$ cat src/rtl/channel_interleaver_if.sv
// Stream bundle for channel_interleaver: two tready-less ADC inputs and one arbitrated AXIS output.
// master = interleaver side, slave = the surrounding splitter/DMA side.
interface channel_interleaver_if #(
    parameter int AXIS_TDATA_WIDTH = 32
);
    logic [AXIS_TDATA_WIDTH-1:0] S_AXIS_PORT1_tdata;
    logic                        S_AXIS_PORT1_tvalid;
    logic [AXIS_TDATA_WIDTH-1:0] S_AXIS_PORT2_tdata;
    logic                        S_AXIS_PORT2_tvalid;
    logic [AXIS_TDATA_WIDTH-1:0] M_AXIS_tdata;
    logic                        M_AXIS_tuser;
    logic                        M_AXIS_tvalid;
    logic                        M_AXIS_tready;

    modport master (
        input  S_AXIS_PORT1_tdata, S_AXIS_PORT1_tvalid,
        input  S_AXIS_PORT2_tdata, S_AXIS_PORT2_tvalid,
        input  M_AXIS_tready,
        output M_AXIS_tdata, M_AXIS_tuser, M_AXIS_tvalid
    );

    modport slave (
        output S_AXIS_PORT1_tdata, S_AXIS_PORT1_tvalid,
        output S_AXIS_PORT2_tdata, S_AXIS_PORT2_tvalid,
        output M_AXIS_tready,
        input  M_AXIS_tdata, M_AXIS_tuser, M_AXIS_tvalid
    );
endinterface

$ cat src/rtl/channel_interleaver.sv
// Buffers two ADC sample streams in per-channel FIFOs and round-robins them onto one
// back-pressured AXIS output tagged with the source channel; overflow is counted per channel.
module channel_interleaver #(
    parameter int AXIS_TDATA_WIDTH = 32,
    parameter int FIFO_DEPTH_LOG2  = 3,
    parameter int DROP_COUNT_WIDTH = 16
) (
    input  logic                        aclk,
    input  logic                        aresetn,
    input  logic                        enable,
    input  logic [1:0]                  channel_mask,
    input  logic                        flush,
    channel_interleaver_if.master       axis,
    output logic [DROP_COUNT_WIDTH-1:0] overflow_count1,
    output logic [DROP_COUNT_WIDTH-1:0] overflow_count2
);
    localparam int DEPTH = 1 << FIFO_DEPTH_LOG2;

    typedef logic [FIFO_DEPTH_LOG2:0]    ptr_t;
    typedef logic [AXIS_TDATA_WIDTH-1:0] data_t;
    typedef enum logic {GRANT_PORT1 = 1'b0, GRANT_PORT2 = 1'b1} grant_e;

    data_t                       mem [2][DEPTH];
    ptr_t                        wr_ptr [2];
    ptr_t                        rd_ptr [2];
    logic [DROP_COUNT_WIDTH-1:0] drop_count [2];
    grant_e                      last_grant;
    data_t                       out_data;
    logic                        out_user;
    logic                        out_valid;

    data_t      in_data [2];
    logic [1:0] in_valid;
    logic [1:0] full, empty, wr_req, wr_en, drop, pop;
    logic       load, pick_valid;
    grant_e     pick;
    data_t      rd_data;

    always_comb begin
        in_data[0]  = axis.S_AXIS_PORT1_tdata;
        in_data[1]  = axis.S_AXIS_PORT2_tdata;
        in_valid[0] = axis.S_AXIS_PORT1_tvalid;
        in_valid[1] = axis.S_AXIS_PORT2_tvalid;
        load        = (!out_valid || axis.M_AXIS_tready) && !flush;
        for (int unsigned n = 0; n < 2; n++) begin
            // Full is judged on the pointers at cycle start, so a same-cycle pop cannot rescue a write.
            full[n]   = (wr_ptr[n][FIFO_DEPTH_LOG2] != rd_ptr[n][FIFO_DEPTH_LOG2]) &&
                        (wr_ptr[n][FIFO_DEPTH_LOG2-1:0] == rd_ptr[n][FIFO_DEPTH_LOG2-1:0]);
            empty[n]  = (wr_ptr[n] == rd_ptr[n]);
            wr_req[n] = in_valid[n] && enable && channel_mask[n] && !flush;
            wr_en[n]  = wr_req[n] && !full[n];
            drop[n]   = wr_req[n] && full[n];
        end
        pick_valid = !(empty[0] && empty[1]);
        if (!empty[0] && !empty[1]) begin
            pick = (last_grant == GRANT_PORT1) ? GRANT_PORT2 : GRANT_PORT1;
        end else begin
            pick = empty[0] ? GRANT_PORT2 : GRANT_PORT1;
        end
        rd_data = mem[pick][rd_ptr[pick][FIFO_DEPTH_LOG2-1:0]];
        pop     = '0;
        if (load && pick_valid) begin
            pop[pick] = 1'b1;
        end
    end

    always_ff @(posedge aclk) begin
        for (int unsigned n = 0; n < 2; n++) begin
            if (wr_en[n]) begin
                mem[n][wr_ptr[n][FIFO_DEPTH_LOG2-1:0]] <= in_data[n];
            end
        end
    end

    always_ff @(posedge aclk or negedge aresetn) begin
        if (!aresetn) begin
            out_valid  <= 1'b0;
            out_data   <= '0;
            out_user   <= 1'b0;
            last_grant <= GRANT_PORT2;
            for (int unsigned n = 0; n < 2; n++) begin
                wr_ptr[n]     <= '0;
                rd_ptr[n]     <= '0;
                drop_count[n] <= '0;
            end
        end else begin
            if (load) begin
                out_valid <= pick_valid;
                if (pick_valid) begin
                    out_data   <= rd_data;
                    out_user   <= pick;
                    last_grant <= pick;
                end
            end else if (out_valid && axis.M_AXIS_tready) begin
                // Flush cycle with a handshake: the held word leaves but nothing replaces it.
                out_valid <= 1'b0;
            end
            for (int unsigned n = 0; n < 2; n++) begin
                if (flush) begin
                    wr_ptr[n]     <= '0;
                    rd_ptr[n]     <= '0;
                    drop_count[n] <= '0;
                end else begin
                    if (wr_en[n]) wr_ptr[n] <= wr_ptr[n] + 1'b1;
                    if (pop[n])   rd_ptr[n] <= rd_ptr[n] + 1'b1;
                    if (drop[n] && (drop_count[n] != '1)) begin
                        drop_count[n] <= drop_count[n] + 1'b1;
                    end
                end
            end
        end
    end

    assign axis.M_AXIS_tdata  = out_data;
    assign axis.M_AXIS_tuser  = out_user;
    assign axis.M_AXIS_tvalid = out_valid;
    assign overflow_count1    = drop_count[0];
    assign overflow_count2    = drop_count[1];
endmodule

$ cat src/flat_wrapper.sv
// flat-port wrapper written by rule: the top's interface ports become plain ports
module channel_interleaver_flat 
#(
    parameter int AXIS_TDATA_WIDTH = 32,
    parameter int FIFO_DEPTH_LOG2  = 3,
    parameter int DROP_COUNT_WIDTH = 16
)
  (aclk, aresetn, enable, channel_mask, flush, overflow_count1, overflow_count2, axis_S_AXIS_PORT1_tdata, axis_S_AXIS_PORT1_tvalid, axis_S_AXIS_PORT2_tdata, axis_S_AXIS_PORT2_tvalid, axis_M_AXIS_tready, axis_M_AXIS_tdata, axis_M_AXIS_tuser, axis_M_AXIS_tvalid);
  channel_interleaver_if #(.AXIS_TDATA_WIDTH(AXIS_TDATA_WIDTH)) axis_i ();
  input  logic aclk;
  input  logic aresetn;
  input  logic enable;
  input  logic [1:0] channel_mask;
  input  logic flush;
  output logic [DROP_COUNT_WIDTH-1:0] overflow_count1;
  output logic [DROP_COUNT_WIDTH-1:0] overflow_count2;
  input wire logic [$bits(axis_i.S_AXIS_PORT1_tdata)-1:0] axis_S_AXIS_PORT1_tdata;
  input wire logic [$bits(axis_i.S_AXIS_PORT1_tvalid)-1:0] axis_S_AXIS_PORT1_tvalid;
  input wire logic [$bits(axis_i.S_AXIS_PORT2_tdata)-1:0] axis_S_AXIS_PORT2_tdata;
  input wire logic [$bits(axis_i.S_AXIS_PORT2_tvalid)-1:0] axis_S_AXIS_PORT2_tvalid;
  input wire logic [$bits(axis_i.M_AXIS_tready)-1:0] axis_M_AXIS_tready;
  output wire logic [$bits(axis_i.M_AXIS_tdata)-1:0] axis_M_AXIS_tdata;
  output wire logic [$bits(axis_i.M_AXIS_tuser)-1:0] axis_M_AXIS_tuser;
  output wire logic [$bits(axis_i.M_AXIS_tvalid)-1:0] axis_M_AXIS_tvalid;
  assign axis_i.S_AXIS_PORT1_tdata = axis_S_AXIS_PORT1_tdata;
  assign axis_i.S_AXIS_PORT1_tvalid = axis_S_AXIS_PORT1_tvalid;
  assign axis_i.S_AXIS_PORT2_tdata = axis_S_AXIS_PORT2_tdata;
  assign axis_i.S_AXIS_PORT2_tvalid = axis_S_AXIS_PORT2_tvalid;
  assign axis_i.M_AXIS_tready = axis_M_AXIS_tready;
  assign axis_M_AXIS_tdata = axis_i.M_AXIS_tdata;
  assign axis_M_AXIS_tuser = axis_i.M_AXIS_tuser;
  assign axis_M_AXIS_tvalid = axis_i.M_AXIS_tvalid;
  channel_interleaver #(.AXIS_TDATA_WIDTH(AXIS_TDATA_WIDTH), .FIFO_DEPTH_LOG2(FIFO_DEPTH_LOG2), .DROP_COUNT_WIDTH(DROP_COUNT_WIDTH)) u_core (.aclk(aclk), .aresetn(aresetn), .enable(enable), .channel_mask(channel_mask), .flush(flush), .axis(axis_i), .overflow_count1(overflow_count1), .overflow_count2(overflow_count2));
endmodule
$ cat config.mk
export PLATFORM = sky130hd
export DESIGN_NAME = channel_interleaver_flat
export DESIGN_NICKNAME = d
export VERILOG_FILES = /design/src/rtl/channel_interleaver_if.sv /design/src/rtl/channel_interleaver.sv /design/src/flat_wrapper.sv
export SDC_FILE = /design/constraint.sdc
export NUM_CORES = 1
export LEC_CHECK = 0
export BUFFER_PORTS_ARGS = -buffer_cell sky130_fd_sc_hd__buf_2
export CAP_MARGIN = 25
export CORE_MARGIN = 2
export CORE_UTILIZATION = 55
export DETAILED_ROUTE_END_ITERATION = 10
export GPL_TIMING_DRIVEN = 0
export PLACE_DENSITY = 0.86
export SYNTH_ARGS = -nofsm -noshare
export SYNTH_HDL_FRONTEND = slang
export SYNTH_SLANG_ARGS = --single-unit
export TNS_END_PERCENT = 20
$ cat constraint.sdc
create_clock -name aclk -period 4.1 [get_ports aclk]
set_clock_uncertainty 0.05 [all_clocks]
set_input_delay 0 -clock aclk [delete_from_list [all_inputs] [get_ports aclk]]
set_output_delay 0 -clock aclk [all_outputs]
set_load 0.05 [all_outputs]
==> reports/results.ini, run 1 <==
[place]
portBuffers = 138
pre_cts_ws_ns = 0.616
dpl.cell_count = 2086
routabilityCongestion = 0.875
dp_hpwl_um = 41500

[sta]
slew_viol_final = 0
grt_setup_unrepaired = no
setup_ws_ns = 0.0283
setup_violations = 0
period_needed_ns = 4.07
period_share_pct = 99.3
hold_viol = 0
fmax_ghz = 0.246
timing.hold.ws_ns = 0.0448
worst_pin_slew_ns = 1.11
max_slew_margin_pct = 26.1

[logic_synthesis]
syn_area_um2 = 23600
yosys_warnings = 0
ys_ff_latch = 595
yosysSeqAreaShare_pct = 74.1
ys.flop_type = edfxtp_1
syn_nets = 1458
yosys.cell_types.count = 61
synthCells = 1379
synth_edf_count = 512
syn_area_per_cell_um2 = 17.1
synthArstFlopShare_pct = 13.9

[cts]
clock_latency_ns = 0.61
cts_sinks = 595
numCtsBuffers = 55
h-tree-depth = 2
ctsRootBufferMaster = clkbuf_16
path_clk_slew_ns = 0.07
cts_buffer_depth = 3
ctsResizeCount = 0
cts_tree = done

[min_path]
hold_path_class = input port to flip-flop

[layout]
seqCellArea_um2 = 17500
stdcell_count = 2267
area.growth.synth_to_final_pct = 19.4
n_fill_cell = 2518
drive_gt1_share_pct = 24.0
multi_input_comb_area_um2 = 5850
fin_nets = 1758

[floorplan]
die_h_um = 211
start_util_pct = 55.9
dieWidth_um = 211
ios = 139
core_area_um2 = 42100
num_rows = 75
dieArea_um2 = 44500

[routing]
drtPass1Iterations = 8
num_vias = 15700
drc = 0
routedWlPerCell_um = 30.8
drt_wl_total_um = 69900
viasPerCell = 6.93
ant_nets = 0
drt_iter0_markers = 2851

[setup_path]
cp_slowest_stage_delay_ns = 0.88
crit_chain = buf_2 > clkbuf_1 > clkbuf_1 > a21oi_1 > clkbuf_1 > o21ai_0 > a211oi_1 > a211oi_1
path_max_fanout = 10
critPathTopFamily = buffers and inverters
startpoint_type = flip-flop
path_common_cell = clkbuf_1
crit_arrival_ns = 4.47
worstSetupPathType = flip-flop to flip-flop
cp_num_buf_inv = 4
cp.required_ns = 4.50
crit_slowest_cell = clkbuf_1
crit_path_end_kind = flip-flop

[global_route]
track_usage_pct = 31.5
grt_max_degree = 47
grt_pass1_wl_um = 101000
grt_pass1_vias = 16200
antenna_found_initial = 2
grt_remaining_overflow = 0

[power]
ir_drop_mv = 0.382
total_power_mw = 15.6
p_leak_nw = 9.60
power_density_nw_per_um2 = 556

[run]
cap_violations = 0

[status]
status = complete, no violations

## state kept, by name, summed over array words and instances, names as in the netlist, 8 cells and up
register                  flops
u_core.axis.M_AXIS_tdata     32
u_core.overflow_count2       16
u_core.rd_ptr                 8
u_core.wr_ptr                 8
u_core.overflow_count1       16
u_core.mem                  512
## cells in the final DEF (no fill, tap or decap), types with 7 or more instances in the layout
master,count
edfxtp_1,512
buf_2,159
nand2_1,94
dfrtp_1,82
dlygate4sd3_1,73
mux2i_1,69
mux4_2,67
nor2_1,64
clkbuf_16,56
clkbuf_1,42
nor3_1,39
a211oi_1,38
nand4_1,35
xor2_1,30
nand3_1,29
a21oi_1,19
o22ai_1,19
o21ai_0,17
buf_6,15
xnor2_1,15
mux2_2,15
o211ai_1,14
clkinv_2,14
nor2b_1,13
nor2_4,12
o221a_2,12
buf_12,12
nand2b_1,11
a311oi_1,10
and3_1,9
buf_1,9
a211o_1,8
buf_4,7
inv_1,7
bufinv_16,7
clkinv_1,7
## power by group
| group | switching (mW) | internal [mW] | leakage (nW) | total [mW] |
|---|---|---|---|---|
| clock network | 2.31 | 3.01 | 0.904 | 5.32 |
| registers | 0.184 | 6.78 | 5.68 | 6.96 |
| logic | 2.26 | 1.10 | 3.01 | 3.35 |
## worst min-delay path: stages
cell and delay (ns):
buf_2 0.09, and3_1 0.20, nor2b_1 0.20, nand2_1 0.08
o21ai_0 0.06
## repair_timing
action	CTS	global route
buffers inserted	0	0
hold buffers	74	0
endpoints found under the hold margin	606	0
## per-stage QoR
stage | TNS (ns) | util [%] | cell area, µm²
after floorplan | 0 | - | 23600
after global placement | -598.90 | 59.1 | 24900
after detailed placement | 0 | 60.5 | 25500
after CTS | 0 | 66.7 | 28100
after global routing | 0 | 66.7 | 28100
final | 0 | 66.7 | 28100
## layout make-up
class | instances | area share (%)
diodes | 2 | 0.0178
plain buffers | 71 | 1.18
multi-input cells | 706 | 20.8
inverters | 7 | 0.0934
repair buffers | 243 | 6.86
flip-flops and latches | 595 | 62.1
well taps | 539 | 2.40
clock inverters | 36 | 1.34
clock buffers | 68 | 5.25
## path summary, 6_finish.rpt
kind                                                          start                                  endpoint  cells past startpoint  slack [ns]
max in group asynchronous                                   aresetn             u_core.last_grant$_DFFE_PN1P_                      4        3.26
hold / removal                                      channel_mask[0]              u_core.wr_ptr[5]$_DFFE_PN0P_                      5        0.04
hold reg to reg            u_core.axis.M_AXIS_tdata[20]$_DFFE_PN0P_  u_core.axis.M_AXIS_tdata[20]$_DFFE_PN0P_                      2        0.43
setup reg to reg                       u_core.rd_ptr[0]$_DFFE_PN0P_   u_core.axis.M_AXIS_tdata[1]$_DFFE_PN0P_                      8        0.03
setup / recovery                       u_core.rd_ptr[0]$_DFFE_PN0P_   u_core.axis.M_AXIS_tdata[1]$_DFFE_PN0P_                      8        0.03
min in group asynchronous                                   aresetn    u_core.overflow_count1[14]$_DFFE_PN0P_                      4        0.44
## synth_stat cells (10+ instances only)
library cell,n,area share [%]
o21ai_0,17,0.36
nand2b_1,11,0.29
edfxtp_1,512,65
nor2b_1,13,0.35
nor2_1,76,1.2
mux2i_1,69,2.9
a21oi_1,19,0.40
buf_2,22,0.47
a311oi_1,10,0.37
nand2_1,94,1.5
o211ai_1,14,0.45
o22ai_1,19,0.50
dfrtp_1,82,8.7
xnor2_1,15,0.56
mux2_2,15,0.72
nand4_1,35,0.93
nand3_1,29,0.62
nor3_1,43,0.91
xor2_1,30,1.1
o221a_2,12,0.57
mux4_2,67,6.4
clkbuf_1,33,0.53
a211oi_1,38,1.2
## metal layers
metal	vias up	global-route usage, %	wire length (µm)
met1	7567	38.9	22800
met3	411	9.37	9760
met5	-	0	0
met2	1675	49.7	32600
li1	6064	-	-
met4	0	18.8	4670
## cell families (layout without fill, tap and decap cells)
kind of cell	after synthesis	after routing	synth area share, %
compound gates	169	169	5.37
xor+xnor	46	46	1.74
buf+inv	78	425	1.52
fa+ha+maj	6	6	0.319
simple gates	334	334	6.89
flops	595	595	74.1
other cells	0	2	0
mux	151	151	10.1
Note: power is estimated with default switching activity, not from simulation.
==> run 2: changes to the inputs <==
- BUFFER_PORTS_ARGS: -buffer_cell sky130_fd_sc_hd__buf_2 -> not set
- CORE_UTILIZATION: 55 -> 57
- DONT_BUFFER_PORTS: not set -> 1
- PLACE_DENSITY: 0.86 -> 0.85
==> run 2 against run 1 <==
The flow now finishes with violations (design-rule violations, negative setup slack). Non-clock buffer count is 136 lower. Count of clock-buffer cells in the layout is 23 higher. Die area is 3.4% lower. Via count is 4.7% lower. Total power is 1.4% lower. Critical path type unchanged. Largest cell class unchanged. Highest routed layer is now met5.
==> reports/results.ini, run 2 (synthesis gave the netlist of run 1 again) <==
[layout]
post-route-util_pct = 67.3  ; +0.54 points
largest_register_ffs = 512  ; unchanged
seqCellArea_um2 = 17500  ; unchanged
final_cell_mix = 512 x edfxtp_1, 94 x nand2_1, 82 x dfrtp_1, 75 x dlygate4sd3_1, 69 x mux2i_1
n_fill_cell = 2362  ; -6.2%
multi_input_comb_area_um2 = 5850  ; unchanged
final_common_cell = edfxtp_1
final_cell_area_um2 = 27500  ; -2.3%
area.growth.synth_to_final_pct = 16.7
stdcell_count = 2129  ; -6.1%
drive_gt1_share_pct = 16.7  ; -7.3 points
fin_nets = 1623  ; -7.7%

[routing]
drt_wl_total_um = 67100  ; -3.9%
drtPass1Iterations = 11  ; +3
ant_nets = 0  ; unchanged
num_vias = 15000  ; -4.7%
routedWlPerCell_um = 31.5  ; +2.3%
drt_iter0_markers = 2609  ; -8.5%
drc = 2  ; +2
viasPerCell = 7.03  ; +1.4%

[setup_path]
path_max_fanout = 10  ; unchanged
crit_arrival_ns = 4.54  ; +0.07 ns
cp.required_ns = 4.53  ; +0.03 ns
r2r_start = u_core.rd_ptr[5]$_DFFE_PN0P_
reg2reg_depth = 10  ; +2
r2r_end = u_core.axis.M_AXIS_tdata[1]$_DFFE_PN0P_
worstSetupPathType = flip-flop to flip-flop
crit_start = u_core.rd_ptr[5]$_DFFE_PN0P_
crit_path_end_kind = flip-flop
reg2reg_slack_ns = -0.005  ; -0.03 ns
startpoint_type = flip-flop

[power]
total_power_mw = 15.4  ; -1.4%
p_leak_nw = 9.02  ; -6.1%
power_density_nw_per_um2 = 561  ; +0.92%
ir_drop_mv = 0.328  ; -14%

[floorplan]
dieWidth_um = 207  ; -1.7%
start_util_pct = 57.7  ; +1.8 points
die_h_um = 207  ; -1.7%
ios = 139  ; unchanged
core_area_um2 = 40800  ; -3.1%
dieArea_um2 = 43000  ; -3.4%
num_rows = 74  ; -1.3%

[cts]
cts_tree = done
clock_latency_ns = 0.61  ; about the same
cts_buffer_depth = 3  ; unchanged
numCtsBuffers = 56  ; +1.8%
cts_sinks = 595  ; unchanged
ctsRootBufferMaster = clkbuf_16
h-tree-depth = 2  ; unchanged
path_clk_slew_ns = 0.06  ; about the same

[place]
placedInstanceArea_um2 = 24800  ; -2.9%
dpl.cell_count = 1939  ; -7.0%
routabilityCongestion = 0.871  ; -0.48%
portBuffers = 0  ; -100%
pre_cts_ws_ns = 0.441  ; -0.175 ns
dp_hpwl_um = 40400  ; -2.5%

[sta]
hold_viol = 0  ; unchanged
fmax_ghz = 0.244  ; -0.81%
period_needed_ns = 4.10  ; +0.0331 ns
max_slew_margin_pct = 29.3  ; +3.3 points
setup_tns_ns = -0.00478  ; -0.00478 ns
timing.hold.ws_ns = 0.0493  ; +0.00446 ns
setup_violations = 1  ; +1
worst_pin_slew_ns = 1.06  ; -0.0492 ns
grt_setup_unrepaired = no
slew_viol_final = 0  ; unchanged
period_share_pct = 100  ; +0.81 points
setup_ws_ns = -0.00478  ; -0.0331 ns

[global_route]
grt_remaining_overflow = 0  ; unchanged
grt_max_degree = 67  ; +43%
grt_pass1_wl_um = 98500  ; -2.7%
grt_pass1_vias = 15300  ; -5.4%
antenna_found_initial = 6  ; +4
track_usage_pct = 31.2  ; -0.35 points

[min_path]
min_path_cells = 5  ; unchanged
min_from = enable
hold_path_class = input port to flip-flop
hold_end = u_core.overflow_count2[1]$_DFFE_PN0P_

[status]
violations = design-rule violations, negative setup slack
status = finished, violations left

[run]
cap_violations = 0  ; unchanged

[run 2: cell count changes in the layout (fill, tap and decap cells not counted), sizes merged]
cell | previous run | this run
buf | 208 | 70
bufinv | 7 | 6
clkbuf | 101 | 124
clkinv | 22 | 7
clkinvlp | 5 | 0
diode | 2 | 6
dlygate4sd3 | 73 | 75
inv | 9 | 8
[run 2: worst max-delay path by stage]
stage | endpoint | depth (start not counted) | slack (ns)
finish | u_core.axis.M_AXIS_tdata[1]$_DFFE_PN0P_ | 10 | -0.005
detailed placement | u_core.axis.M_AXIS_tdata[0]$_DFFE_PN0P_ | 10 | 0.44
CTS | u_core.axis.M_AXIS_tdata[1]$_DFFE_PN0P_ | 10 | 0.31
floorplan | u_core.mem[0][224]$_DFFE_PP_ | 6 | 0.03
global placement | u_core.mem[0][233]$_DFFE_PP_ | 6 | -2.74
global route | u_core.axis.M_AXIS_tdata[1]$_DFFE_PN0P_ | 10 | 0.03
[run 2: final cells by class]
cell class / count / share of cell area, %
buffer: 71 / 1.21
inverter: 7 / 0.0956
sequential: 595 / 63.5
multi-input combinational: 706 / 21.3
tap: 532 / 2.42
clock inverter: 14 / 0.847
antenna: 6 / 0.0546
timing repair buffer: 107 / 4.66
clock buffer: 91 / 5.91
[run 2: what timing repair did]
| item | in CTS | in global routing |
|---|---|---|
| hold buffers | 77 | 0 |
| buffers inserted | 0 | 0 |
| hold endpoints to repair | 626 | 0 |
| gates resized for setup | 0 | 0 |
[run 2: worst max-delay path, stage by stage, from the launching register on]
cell and delay [ns]:
dfrtp_1 0.35, buf_2 0.23, xor2_1 0.33, or4_1 0.18
buf_4 0.19, nor2_1 0.08, nor3_1 0.68, clkbuf_1 0.56
clkbuf_1 0.76, nor2_1 0.23, a211oi_1 0.35
[run 2: where the power goes]
group          switching [mW]  total (mW)  internal [mW]
Sequential              0.778        7.54           6.76
Combinational            1.59        2.56          0.972
Clock                    2.24        5.31           3.08
[run 2: per-layer routing]
layer	share of wire, %	GRT usage (%)
met5	0.016	0
met4	6.1	17.2
met3	14	10.6
met2	47	49.3
met1	32	38.0
